--- config.mk ---
export PLATFORM = sky130hd
export DESIGN_NAME = iq_demod_integrate_dump
export DESIGN_NICKNAME = d
export VERILOG_FILES = /design/src/rtl/iq_demod_integrate_dump.sv
export SDC_FILE = /design/constraint.sdc
export NUM_CORES = 2
export LEC_CHECK = 0
export ABC_AREA = 1
export ABC_CLOCK_PERIOD_IN_PS = 7900
export CORE_UTILIZATION = 50
export CTS_CLUSTER_DIAMETER = 200
export DETAILED_ROUTE_END_ITERATION = 6
export DONT_BUFFER_PORTS = 1
export GPL_TIMING_DRIVEN = 0
export HOLD_SLACK_MARGIN = 0.15
export PLACE_DENSITY_LB_ADDON = 0.08
export SYNTH_ARGS = -nofsm -noshare
export SYNTH_HDL_FRONTEND = slang
export SYNTH_SLANG_ARGS = --single-unit
--- constraint.sdc ---
create_clock -name clk -period 7.9 [get_ports clk]
set_input_delay 1.975 -clock clk [delete_from_list [all_inputs] [get_ports clk]]
set_output_delay 1.975 -clock clk [all_outputs]
set_load 0.01 [all_outputs]
--- src/rtl/iq_demod_integrate_dump.sv ---
// Coherent I/Q demodulator: mixes the received stream with the NCO carriers,
// integrates over DUMP_LEN valid samples and dumps one scaled, saturated I/Q pair.

module iq_did_chan #(
    parameter int DATA_W = 24,
    parameter int CAR_W  = 24,
    parameter int SHIFT  = 4,
    parameter bit NEG    = 1'b0
) (
    input  logic                     clk,
    input  logic                     reset,
    input  logic                     clear,
    input  logic                     v1,
    input  logic                     v2,
    input  logic                     first,
    input  logic signed [DATA_W-1:0] y,
    input  logic signed [CAR_W-1:0]  car,
    output logic        [DATA_W-1:0] dump_val,
    output logic                     clip
);
    localparam int PROD_W = DATA_W + CAR_W;
    localparam int ACC_W  = PROD_W + SHIFT;
    localparam int OUT_SH = CAR_W - 1 + SHIFT;
    localparam logic signed [ACC_W-1:0] MAXV = {{(ACC_W-DATA_W+1){1'b0}}, {(DATA_W-1){1'b1}}};
    localparam logic signed [ACC_W-1:0] MINV = ~MAXV;

    logic signed [PROD_W-1:0] prod;
    logic signed [ACC_W-1:0]  prod_x, acc, acc_n, sh;
    logic                     hi, lo;

    always_ff @(posedge clk) begin
        if (v1) prod <= NEG ? -(y * car) : (y * car);
    end

    assign prod_x = prod;
    // first sample of a window reloads rather than accumulates
    assign acc_n  = first ? prod_x : acc + prod_x;
    assign sh     = acc_n >>> OUT_SH;
    assign hi     = sh > MAXV;
    assign lo     = sh < MINV;
    assign clip   = hi | lo;

    always_comb begin
        dump_val = sh[DATA_W-1:0];
        if (hi)      dump_val = MAXV[DATA_W-1:0];
        else if (lo) dump_val = MINV[DATA_W-1:0];
    end

    always_ff @(posedge clk) begin
        if (reset || clear) acc <= '0;
        else if (v2)        acc <= acc_n;
    end
endmodule

module iq_demod_integrate_dump #(
    parameter int DATA_W   = 24,
    parameter int CAR_W    = 24,
    parameter int DUMP_LEN = 16,
    parameter int SHIFT    = 4
) (
    input  logic              clk,
    input  logic              reset,
    input  logic              in_valid,
    input  logic [DATA_W-1:0] y_in,
    input  logic [CAR_W-1:0]  cos_in,
    input  logic [CAR_W-1:0]  sin_in,
    input  logic              clear,
    output logic [DATA_W-1:0] i_out,
    output logic [DATA_W-1:0] q_out,
    output logic              out_valid,
    output logic              sat
);
    localparam int STAGES = 1;
    localparam int CNT_W  = $clog2(DUMP_LEN);
    localparam logic [CNT_W-1:0] LAST = CNT_W'(DUMP_LEN - 1);

    logic [STAGES:0]             vld_pipe;
    logic signed [DATA_W-1:0]    y_r;
    logic [1:0][CAR_W-1:0]       car_r;
    logic [1:0][DATA_W-1:0]      dump_val;
    logic [1:0]                  clip;
    logic [CNT_W-1:0]            cnt;
    logic                        first, last;

    always_ff @(posedge clk) begin
        if (in_valid) begin
            y_r      <= y_in;
            car_r[0] <= cos_in;
            car_r[1] <= sin_in;
        end
    end

    assign first = cnt == '0;
    assign last  = cnt == LAST;

    // channel 0 = I (y*cos), channel 1 = Q (-(y*sin))
    for (genvar ch = 0; ch < 2; ch++) begin : g_ch
        iq_did_chan #(
            .DATA_W(DATA_W), .CAR_W(CAR_W), .SHIFT(SHIFT), .NEG(ch == 1)
        ) u_chan (
            .clk     (clk),
            .reset   (reset),
            .clear   (clear),
            .v1      (vld_pipe[0]),
            .v2      (vld_pipe[1]),
            .first   (first),
            .y       (y_r),
            .car     (car_r[ch]),
            .dump_val(dump_val[ch]),
            .clip    (clip[ch])
        );
    end

    always_ff @(posedge clk) begin
        if (reset) begin
            vld_pipe  <= '0;
            cnt       <= '0;
            out_valid <= 1'b0;
            i_out     <= '0;
            q_out     <= '0;
            sat       <= 1'b0;
        end else if (clear) begin
            // outputs and sat survive a resync; only in-flight work is dropped
            vld_pipe  <= '0;
            cnt       <= '0;
            out_valid <= 1'b0;
        end else begin
            vld_pipe  <= {vld_pipe[STAGES-1:0], in_valid};
            out_valid <= 1'b0;
            if (vld_pipe[1]) begin
                cnt <= last ? '0 : cnt + 1'b1;
                if (last) begin
                    i_out     <= dump_val[0];
                    q_out     <= dump_val[1];
                    out_valid <= 1'b1;
                    sat       <= sat | (|clip);
                end
            end
        end
    end
endmodule

After elaboration in Yosys (flattened, before gate mapping)
Cells that the tools add are included.
{"block": "classes", "n_mul": 2, "add_sub_neg": 4, "order_cmp": 4, "muxes": 8, "bitwise_logic": 5, "n_eq_ne": 1, "n_reduce_logical": 6}
{"op": "adder 52 x 48 -> 52 bit", "n": 2}
{"op": "2-to-1 mux 52 bit", "n": 2}
{"op": "multiplier 24 x 24 -> 48 bit", "n": 2}
{"op": "2-to-1 mux 24 bit", "n": 4}
{"op": "> comparator 25 x 24 -> 1 bit (second input constant)", "n": 2}
{"op": "less-than comparator 25 x 24 -> 1 bit (second input constant)", "n": 2}
{"op": "negation 48 bit", "n": 1}
{"op": "adder 4 x 1 -> 4 bit (second input constant)", "n": 1}
{"op": "equality test 4 bit (second input constant)", "n": 1}
{"op": "logical NOT 4 bit", "n": 1}
{"op": "2-to-1 mux 4 bit", "n": 1}
{"op": "OR reduction 2 bit", "n": 2}
{"op": "OR 1 bit", "n": 3}
{"op": "AND reduction 3 bit", "n": 1}
{"op": "OR reduction 3 bit", "n": 1}
{"op": "inverter 1 bit", "n": 2}
{"op": "logical OR 1 bit", "n": 1}
{"op": "2-to-1 mux 1 bit", "n": 1}
{"block": "word_totals", "out_inout_bits": 50, "regBits": 328, "inputBits": 76, "word_cells": 43}

Depth between registers and ports, before layout
{"block": "depth", "word_depth": 6, "depth_mapped": 30, "depth_no_buf": 28}

By module
Synthesis repeated with hierarchy kept, for this count alone.
{"block": "unflattened", "cells_unflattened": 8469, "hier_area_um2": 65077.4}
{"module": "iq_did_chan at g_ch[0].u_chan", "seq_area_each_um2": 2482.4, "n_inst": 1, "area_each_um2": 30269.0, "cells_per_inst": 4066}
{"module": "iq_did_chan at g_ch[1].u_chan", "seq_area_each_um2": 2482.4, "n_inst": 1, "area_each_um2": 30216.5, "cells_per_inst": 3970}
{"module": "iq_demod_integrate_dump", "seq_area_each_um2": 3283.1, "n_inst": 1, "area_each_um2": 4591.9, "cells_per_inst": 433}

Worst setup path before layout
OpenSTA, ideal clock, no wires.
{"block": "synth_path", "kind": "reg-to-reg", "start": "register y_r[23]", "end": "register g_ch[0].u_chan.prod[47] (data pin)", "arrival_ns": 6.687, "t_required_ns": 7.636, "path_stages_with_launch": 23, "setup_time_ns": 0.264, "slack_ns": 0.949, "path_buffers": 2, "synth_period_minus_slack_ns": 6.951, "path_cell_list": "edfxtp_1 clkbuf_1 buf_1 nand2_1 inv_1 fa_1 fa_1 inv_1 fa_1 inv_1 fa_1 fa_1 fa_1 fa_1 ha_1 nand2_1 nor2_1 inv_1 nor4_1 o21ai_0 nand3_1 a31oi_1 xor2_1"}
{"block": "synth_via", "elab_chain_cells": 1}
{"item": "start, declared", "line_no": "78", "source": "logic signed [DATA_W-1:0] y_r;"}
{"item": "start signal, assigned", "line_no": "87", "source": "y_r <= y_in;"}
{"item": "multiplier 24 x 24 -> 48 bit", "line_no": "32", "source": "if (v1) prod <= NEG ? -(y * car) : (y * car);"}
{"item": "end signal, assigned", "line_no": "32"}
{"item": "end, declared", "line_no": "27", "source": "logic signed [PROD_W-1:0] prod;"}
Every way passes these cells.
A chain may end at the register's enable or synchronous reset.

Final worst setup path
{"block": "layout_path", "start": "register y_r[18]", "end": "register g_ch[1].u_chan.prod[35] (data pin)"}
{"block": "layout_via", "elab_chain_cells": 2}
{"item": "multiplier 24 x 24 -> 48 bit"}
{"item": "negation 48 bit", "line_no": "32"}
{"item": "end signal, assigned", "line_no": "32"}
{"item": "end, declared", "line_no": "27"}
Every way passes these cells.

==> flow_summary_export.csv <==
group,metric,value,unit
floorplan,row_count,130,
yosys,synthesis.nets,9622,
clocking,cts.sinks,328,
yosys,yosysTopAreaCell,"fa_1",
timing,period_share,98.3,%
timing,min_period,7.77,ns
floorplan,die_x,358,um
worst_setup_path,start_kind,"flop",
clocking,cts_tree,"built",
yosys,postSynthCellCount,7931,
timing,slew_headroom,23.1,%
worst_setup_path,crit_buf_inv,6,
yosys,yosysSeqAreaShare,13.0,%
drt,routed_wl,230,mm
timing,tightestPinTransition,1.15,ns
timing,rsz0062_at_grt,"yes",
clocking,clockBufferDepth,3,
timing,setup_viol,0,
timing,fmax,129,MHz
clocking,htree_levels,2,
clocking,path_clk_slew,0.06,ns
clocking,cts_buffers,42,
cells_and_area,syn_to_final_growth,6.80,%
yosys,async_flop_share,0,%
worst_setup_path,crit_type,"flop to flop",
worst_setup_path,critPathTopFamily,"adder cells",
hold_path,hold_end,"g_ch[0].u_chan.acc[18]",
yosys,synth_top_cell_area_share,38.3,%
worst_setup_path,r2r-start,"y_r[18]",
grt,grtUsageTotal,36.5,%
placement,port_buffers,0,
drt,viasPerCell,5.42,
drt,avgRoutedWirePerCell,23.7,um
floorplan,initial_core_util,50.5,%
grt,grt-ovfl-total,0,
worst_setup_path,regToRegSetupSlack,0.13,ns
cells_and_area,nets,9701,
hold_path,hold_path_class,"flop to flop",
cells_and_area,nFillCells,12300,
placement,dp_hpwl,194,mm
worst_setup_path,reg2reg_to,"g_ch[1].u_chan.prod[35]",
run,cap_violations,0,
floorplan,io_pins,126,
cells_and_area,final_cell_area,67800,um^2
grt,grt_max_degree,74,
cells_and_area,fin_cells,9702,
yosys,syn_area,63500,um^2
floorplan,dieHeight,358,um
drt,antenna_left,0,
floorplan,core,126000,um^2
run_status,status,"finished clean",
worst_setup_path,crit_slowest_cell,"xor2_1",
cells_and_area,layout-drive-gt1-share,5.64,%
worst_setup_path,cpMostUsedCell,"fa_1",
worst_setup_path,cp-end-kind,"flop",
yosys,ys_types,60,
yosys,ys_ff_latch,328,
worst_setup_path,worstPathMaxFanout,10,
worst_setup_path,required,8.26,ns
worst_setup_path,ff2ff_path_depth,23,
drt,drtIter0Drc,4210,
timing,hold_slack,0.471,ns
clocking,clock-root-buffer,"clkbuf_16",
yosys,ys_warn_count,0,
grt,grt.busiest_layer,"met2",
worst_setup_path,cp_data_arrival_time,8.12,ns
grt,use_met2,60.7,%
grt,grt_pass1_vias,53900,
yosys,synth_ff_type,"edfxtp_1",
drt,drc,0,
placement,dpl.cell_count,9582,
yosys,synth.area.top_cells,"fa_1 (38%), inv_1 (12%), nand2_1 (11%), edfxtp_1 (7.9%), ha_1 (7.9%)",
timing,skew,0.0677,ns
timing,timing_hold_violations_final,0,
clocking,clk_latency,0.68,ns
grt,antenna_found_initial,17,
worst_setup_path,path_cells,"clkbuf_2 -> clkbuf_2 -> nand2_1 -> fa_1 -> fa_1 -> inv_1 -> fa_1 -> fa_1 -> inv_1 -> fa_1 -> fa_1 -> inv_1 -> fa_1 -> inv_1 -> ha_1 -> a21oi_1 -> o21ai_0 -> a21oi_1 -> o21ai_0 -> a21oi_1 -> or2_2 -> nand2_1 -> xor2_1",
grt,grtUsageMet3,7.07,%
yosys,syn_avg_cell_area,8.00,um^2
worst_setup_path,critPathMaxStageDelay,0.53,ns
hold_path,whs_path_depth,2,
timing,drv_slew,0,
placement,place_area,65600,um^2
hold_path,hold_path.startpoint,"g_ch[0].u_chan.acc[18]",
placement,gp_congestion,1.02,
grt,grt_first_pass_wirelength,338,mm
drt,dr.pass1.iters,6,
drt,vias,52600,
yosys,synth-edff-count,168,
floorplan,die-area,128000,um^2
grt,met1_usage,45.1,%
## Yosys cell counts (7+ instances only)
cell type / instances
clkbuf_1: 230
o211ai_1: 54
dfxtp_1: 160
nand4_1: 31
fa_1: 1216
o21bai_1: 38
nor2_2: 16
nand3_1: 160
o21a_1: 11
nor4_1: 12
nand3_2: 11
nand3b_1: 16
a21oi_1: 328
xnor2_1: 88
clkbuf_8: 7
a21oi_2: 45
o21ai_1: 20
inv_1: 2065
ha_1: 399
o21ai_0: 205
nand2_2: 21
nor2_1: 380
xor2_1: 82
a31oi_1: 28
buf_1: 44
edfxtp_1: 168
inv_2: 17
nand2_1: 1930
nor3_1: 30
or2_2: 27
a21o_1: 24
a21boi_0: 10
## sequential cells by signal (all words and copies together) (netlist names)
signal / cells
car_r: 48
cnt: 4
g_ch.u_chan.acc: 104
g_ch.u_chan.prod: 96
i_out: 24
out_valid: 1
q_out: 24
sat: 1
vld_pipe: 2
y_r: 24
## cells in the final DEF, fill, tap and decap left out, drive strengths merged, types with 2 or more instances in the layout
master / instances
o2111ai: 2
xnor2: 88
o21ai: 229
nand4: 33
nor2: 401
nand3b: 16
inv: 2086
o21bai: 38
nor3: 34
diode: 8
o31ai: 3
nand3: 173
ha: 399
o211ai: 54
a31oi: 28
a311oi: 2
clkbuf: 295
fa: 1216
clkinvlp: 6
o22ai: 2
a211oi: 4
o221ai: 2
xor2: 82
or2: 27
a21boi: 10
edfxtp: 168
a21oi: 373
nor4: 13
clkinv: 15
dfxtp: 160
o21a: 11
buf: 87
bufinv: 2
nand2: 1954
a21o: 25
## how the worst max path moves through the flow
stage | startpoint | depth (start not counted) | to | slack (ns)
final | y_r[18] | 23 | g_ch[1].u_chan.prod[35] | 0.13
after global routing | y_r[23] | 22 | g_ch[0].u_chan.prod[47] | -0.02
after floorplan | y_r[23] | 22 | g_ch[0].u_chan.prod[47] | 0.95
after detailed placement | y_r[23] | 22 | g_ch[0].u_chan.prod[47] | -1.76
after global placement | y_r[23] | 22 | g_ch[0].u_chan.prod[47] | -1.77
after CTS | y_r[7] | 24 | g_ch[1].u_chan.prod[41] | 0.02
## layout make-up
class                      count  area, um^2  share of cell area, %
antenna                        8        20.0                 0.0295
buffer                       290        1530                   2.25
clock buffer                  55        1150                   1.70
clock inverter                23         256                  0.378
inverter                    2086        7840                   11.6
multi-input combinational   5225       46300                   68.3
sequential                   328        8250                   12.2
tap                         1650        2060                   3.05
timing repair buffer          37         373                  0.550
## kinds of logic after synthesis
logic type                 Yosys count  synth area share, %
AOI/OAI and AO/OA                  787                 7.19
and+or+nand+nor                   2653                 16.9
buffers and inverters             2378                 14.3
xor gates and xnor gates           170                 2.35
DFF                                328                 13.0
adders and majority gates         1615                 46.2
## metrics by stage
stage	TNS [ns]	utilization, %	setup slack (ns)
after floorplan	0	-	0.949
after global placement	-24.99	52.1	-1.77
after detailed placement	-25.25	52.2	-1.76
after CTS	0	53.5	0.0154
after global routing	-0.0442	53.9	-0.0228
final	0	53.9	0.133
## tightest hold or removal path: stages, from the launching register on
cell and delay (ns):
dfxtp_1 0.31, nand2_1 0.06, a21oi_1 0.05
## layer usage
metal,part of all wire [%],vias to the layer above
li1,-,23500
met1,38,26200
met2,47,2242
met3,8.8,611
met4,5.7,10
met5,0.029,-
## repair_timing
item                                    4_1_cts  5_1_grt
gates cloned                                  0        0
pin swaps                                     0        1
gates resized for setup                      95      290
hold buffers                                  0        0
setup buffers                                 2       34
endpoints found under the setup margin       45       33
Power is not shown: default switching activity piles up to over one toggle a cycle in this logic, so the estimate is an artifact.
